--- src/rtl/clk_div_prog.sv ---
// Programmable clock divider. Produces a divided clock and a period-start tick.
// New divisor/high-time values wait in shadow registers and take effect only at a period boundary.
module clk_div_prog #(
  parameter int WIDTH      = 16,
  parameter int DIV_RESET  = 4,
  parameter int HIGH_RESET = 2
) (
  input  logic             clk,
  input  logic             rst_n,
  input  logic             en,
  input  logic [WIDTH-1:0] div,
  input  logic [WIDTH-1:0] high,
  input  logic             load,
  output logic             pending,
  output logic             err,
  output logic             clk_out,
  output logic             tick,
  output logic [WIDTH-1:0] cnt
);

  localparam logic [WIDTH-1:0] DivRst  = WIDTH'(DIV_RESET);
  localparam logic [WIDTH-1:0] HighRst = WIDTH'(HIGH_RESET);
  localparam logic [WIDTH-1:0] One     = WIDTH'(1);
  localparam logic [WIDTH-1:0] Two     = WIDTH'(2);

  logic [WIDTH-1:0] cnt_q, cnt_d;
  logic [WIDTH-1:0] div_a_q, div_a_d, high_a_q, high_a_d;
  logic [WIDTH-1:0] div_s_q, div_s_d, high_s_q, high_s_d;
  logic             run_q, run_d;
  logic             pend_q, pend_d;
  logic             err_q, err_d;
  logic             clk_out_q, clk_out_d;
  logic             tick_q, tick_d;
  logic             load_ok;
  logic             boundary;

  // div_a_q >= 2 always, so div_a_q - 1 never underflows and cnt_q + 1 never overflows.
  always_comb begin
    cnt_d    = cnt_q;
    run_d    = run_q;
    div_a_d  = div_a_q;
    high_a_d = high_a_q;
    div_s_d  = div_s_q;
    high_s_d = high_s_q;
    pend_d   = pend_q;
    err_d    = 1'b0;
    boundary = 1'b0;
    load_ok  = (div >= Two) && (high != '0) && (high < div);

    if (!en) begin
      cnt_d    = '0;
      run_d    = 1'b0;
      boundary = 1'b1;
    end else if (!run_q) begin
      cnt_d    = '0;
      run_d    = 1'b1;
      boundary = 1'b1;
    end else if (cnt_q == div_a_q - One) begin
      cnt_d    = '0;
      boundary = 1'b1;
    end else begin
      cnt_d = cnt_q + One;
    end

    if (boundary && pend_q) begin
      div_a_d  = div_s_q;
      high_a_d = high_s_q;
      pend_d   = 1'b0;
    end

    // A load on the boundary edge lands in the shadow after the old shadow was consumed.
    if (load) begin
      if (load_ok) begin
        div_s_d  = div;
        high_s_d = high;
        pend_d   = 1'b1;
      end else begin
        err_d = 1'b1;
      end
    end

    clk_out_d = run_d && (cnt_d < high_a_d);
    tick_d    = run_d && (cnt_d == '0);
  end

  always_ff @(posedge clk or negedge rst_n) begin
    if (!rst_n) begin
      cnt_q     <= '0;
      run_q     <= 1'b0;
      div_a_q   <= DivRst;
      high_a_q  <= HighRst;
      div_s_q   <= DivRst;
      high_s_q  <= HighRst;
      pend_q    <= 1'b0;
      err_q     <= 1'b0;
      clk_out_q <= 1'b0;
      tick_q    <= 1'b0;
    end else begin
      cnt_q     <= cnt_d;
      run_q     <= run_d;
      div_a_q   <= div_a_d;
      high_a_q  <= high_a_d;
      div_s_q   <= div_s_d;
      high_s_q  <= high_s_d;
      pend_q    <= pend_d;
      err_q     <= err_d;
      clk_out_q <= clk_out_d;
      tick_q    <= tick_d;
    end
  end

  assign cnt     = cnt_q;
  assign pending = pend_q;
  assign err     = err_q;
  assign clk_out = clk_out_q;
  assign tick    = tick_q;

endmodule

--- config.mk ---
export PLATFORM = sky130hd
export DESIGN_NAME = clk_div_prog
export DESIGN_NICKNAME = d
export VERILOG_FILES = /design/src/rtl/clk_div_prog.sv
export SDC_FILE = /design/constraint.sdc
export NUM_CORES = 1
export LEC_CHECK = 0
export ABC_CLOCK_PERIOD_IN_PS = 8520
export CORE_ASPECT_RATIO = 0.9
export CORE_MARGIN = 2
export CORE_UTILIZATION = 50
export DETAILED_ROUTE_END_ITERATION = 7
export PLACE_DENSITY = 0.72
export REMOVE_ABC_BUFFERS = 1
export SYNTH_ARGS = -nofsm -noshare
export SYNTH_HDL_FRONTEND = slang
export SYNTH_SLANG_ARGS = --single-unit
--- constraint.sdc ---
create_clock -name clk -period 8.52 [get_ports clk]
set_clock_uncertainty 0.1 [all_clocks]
set_input_delay 1.704 -clock clk [delete_from_list [all_inputs] [get_ports clk]]
set_output_delay 1.704 -clock clk [all_outputs]
set_load 0.01 [all_outputs]
==> results.json <==
{
  "outcome": "completed",
  "grt_max_degree": 86,
  "finalCriticalPeriod_ns": 5.00,
  "cpMaxStageDelayCell": "or4_4",
  "synthesis.area_um2": 4860,
  "synth-async-reset-ratio_pct": 100,
  "syn_inst": 457,
  "arrival_ns": 5.19,
  "post-route-period-util_pct": 58.6,
  "first_pass_iters": 5,
  "core_um2": 9570,
  "synth-xor-area-share_pct": 5.95,
  "cellLeakagePower_nw": 2.49,
  "muxShareOfSynthArea_pct": 13.4,
  "critical_path.cell_chain": "or4_4 > or3_1 > or4_1 > a221o_1 > a2111oi_2 > o21ai_4 > buf_4 > mux2i_2 > ha_1 > a21o_1 > a21o_1 > a21oi_1 > a211o_1 > a21oi_1 > nor3b_1 > o21ai_0 > a21oi_1",
  "drive_above_1_share_pct": 18.3,
  "rows": 34,
  "setup.worst_path.class": "reg2reg",
  "synth_edf_count": 0,
  "timing.max_cap.violations": 0,
  "clk_pin_slew_ns": 0.10,
  "finalWeightedCongestion": 0.895,
  "final_cell_mix": "dfrtp_1, clkdlybuf4s50_1, o21ai_0",
  "diodes": 0,
  "h-tree-depth": 3,
  "hold_slack_ns": 0.400,
  "power_density_nw_per_um2": 215,
  "crit_required_ns": 8.71,
  "cts_hold_buffers": 0,
  "avgSynthCellArea_um2": 10.6,
  "yosysWarnings": 0,
  "hold_class": "reg2reg",
  "drtIter0Drc": 241,
  "worstReg2RegStart": "div_a_q[1]",
  "worstHoldStart": "high_a_q[6]",
  "routed_wirelength_um": 11400,
  "drv_slew": 0,
  "dieHeight_um": 97.5,
  "slowest_delay_ns": 0.58,
  "total_power_mw": 1.22,
  "start_kind": "flop",
  "dp_hpwl_um": 8640,
  "numClockSinks": 85,
  "synth_top_family_by_area": "multiplexers",
  "setup_violations": 0,
  "ir_drop_v": 0.000113,
  "worst-path-buf-inv": 1,
  "worst_pin_slew_ns": 1.03,
  "syn2layout_area_growth_pct": 17.0,
  "crit_fanout": 33,
  "maxSlewHeadroom_pct": 31.1,
  "pin_count": 56,
  "tritoncts": "done",
  "antenna_found_initial": 0,
  "initial_utilization_pct": 50.8,
  "yosysSeqAreaShare_pct": 43.9,
  "synthAdderAreaFrac_pct": 8.24,
  "die-area_um2": 10500,
  "cts_inserted_buffers": 9,
  "final.fill_count": 825,
  "place.port_buffers": 55,
  "clockRootBuffer": "clkbuf_8",
  "cp_common_cell": "a21oi_1",
  "overflow": 0,
  "synth-simple-area-share_pct": 12.3,
  "layout_commonest_cell": "dfrtp_1",
  "ant_nets": 0,
  "route.detailed.drc": 0,
  "vias": 3610,
  "clock_path_buffers": 2,
  "first_global_vias": 3566,
  "insertion_delay_ns": 0.36,
  "cp-startpoint": "div_a_q[1]",
  "rsz0062_at_grt": "false",
  "grt_usage_pct": 22.9,
  "cp_top_family": "compound AO/OA/AOI/OAI gates",
  "fmax_ghz": 0.200,
  "fin_tns_setup_ns": 0,
  "die_w_um": 108,
  "ctsResizeCount": 0,
  "synth-seq-cells": 85,
  "post_cts_buffers": 0,
  "num-nets-final": 571,
  "ys_types": 55,
  "reg2reg_slack_ns": 3.52,
  "grt_pass1_wl_um": 18600,
  "end_kind": "flop",
  "wl_per_cell_um": 18.0,
  "synth-compound-area-share_pct": 10.9,
  "final_hold_viol_count": 0,
  "viasPerCell": 5.69,
  "synth_ff_type": "dfrtp_1"
}
[sequential cells by signal, indices dropped and copies added (netlist names)]
name	flops
high_s_q	16
pending	1
clk_out	1
run_q	1
div_a_q	16
div_s_q	16
cnt	16
tick	1
high_a_q	16
err	1
[worst register-to-register path, stage by stage (launching register included)]
cell       delay (ns)
dfrtp_1          0.42
or4_4            0.58
or3_1            0.36
or4_1            0.41
a221o_1          0.33
a2111oi_2        0.54
o21ai_4          0.07
buf_4            0.32
mux2i_2          0.34
ha_1             0.29
a21o_1           0.17
a21o_1           0.18
a21oi_1          0.20
a211o_1          0.18
a21oi_1          0.05
nor3b_1          0.19
o21ai_0          0.12
a21oi_1          0.12
[area by class of cell]
cell class / count / area (um2) / area share (%)
Tap cell: 126 / 158 / 2.77
Clock inverter: 7 / 81.3 / 1.43
Timing Repair Buffer: 57 / 563 / 9.90
Sequential cell: 85 / 2130 / 37.5
Clock buffer: 9 / 124 / 2.18
Multi-Input combinational cell: 311 / 2480 / 43.6
Inverter: 39 / 146 / 2.57
[stage by stage]
| stage | cells | area, um2 | utilization, % | setup WS (ns) |
|---|---|---|---|---|
| 5_1_grt | 634 | 5690 | 59.4 | 3.22 |
| 4_1_cts | 634 | 5690 | 59.4 | 3.55 |
| 3_5_place_dp | 618 | 5480 | 57.3 | 3.53 |
| 3_3_place_gp | 618 | 5480 | 57.3 | 3.60 |
| 6_report | 634 | 5690 | 59.4 | 3.52 |
| 2_1_floorplan | 435 | 4750 | - | 3.37 |
[worst paths after layout]
path,endpoint,cells after the start
worst max register to register,clk_out,17
min in group asynchronous,div_a_q[10],1
worst max-delay path,clk_out,17
worst min register to register,high_a_q[6],2
worst min-delay path,high_a_q[6],2
max in group asynchronous,high_a_q[10],1
[power by group]
group | switching, mW | internal, mW | total, mW
combinational | 0.164 | 0.185 | 0.349
sequential | 0.0825 | 0.494 | 0.577
clock | 0.156 | 0.140 | 0.296
[synth_stat cells, types with 4 or more instances]
master	instances	share of area, %
nand4_1	7	0.90
ha_1	32	8.2
xor2_1	13	2.3
nor2_1	27	2.1
nor3_1	15	1.5
nor4_1	12	1.5
dfstp_2	4	2.2
a21oi_1	12	1.2
dfrtp_1	81	42
xnor2_1	20	3.6
mux2_2	20	4.6
nand2_1	8	0.62
or2_2	4	0.51
o21ai_0	40	4.1
nand2b_1	6	0.77
mux2_4	15	4.6
clkbuf_1	15	1.2
inv_2	14	1.1
nand3_1	11	1.1
mux2i_2	14	4.0
inv_1	25	1.9
a21o_1	7	1.1
[layer usage]
metal,track usage [%],vias up,routed length (um)
li1,-,1725,-
met1,33.2,1775,5400
met2,35.5,92,5330
met3,3.42,18,443
met4,6.90,0,222
met5,0,-,0
[cells by family (layout without fill, tap and decap cells)]
group           Yosys count  count (layout)
simple gates            111             111
flops                    85              85
compound gates           85              85
buf+inv                  61             112
fa+ha+maj                32              32
mux                      50              50
xor+xnor                 33              33
Note: power is estimated with default switching activity, not from simulation.
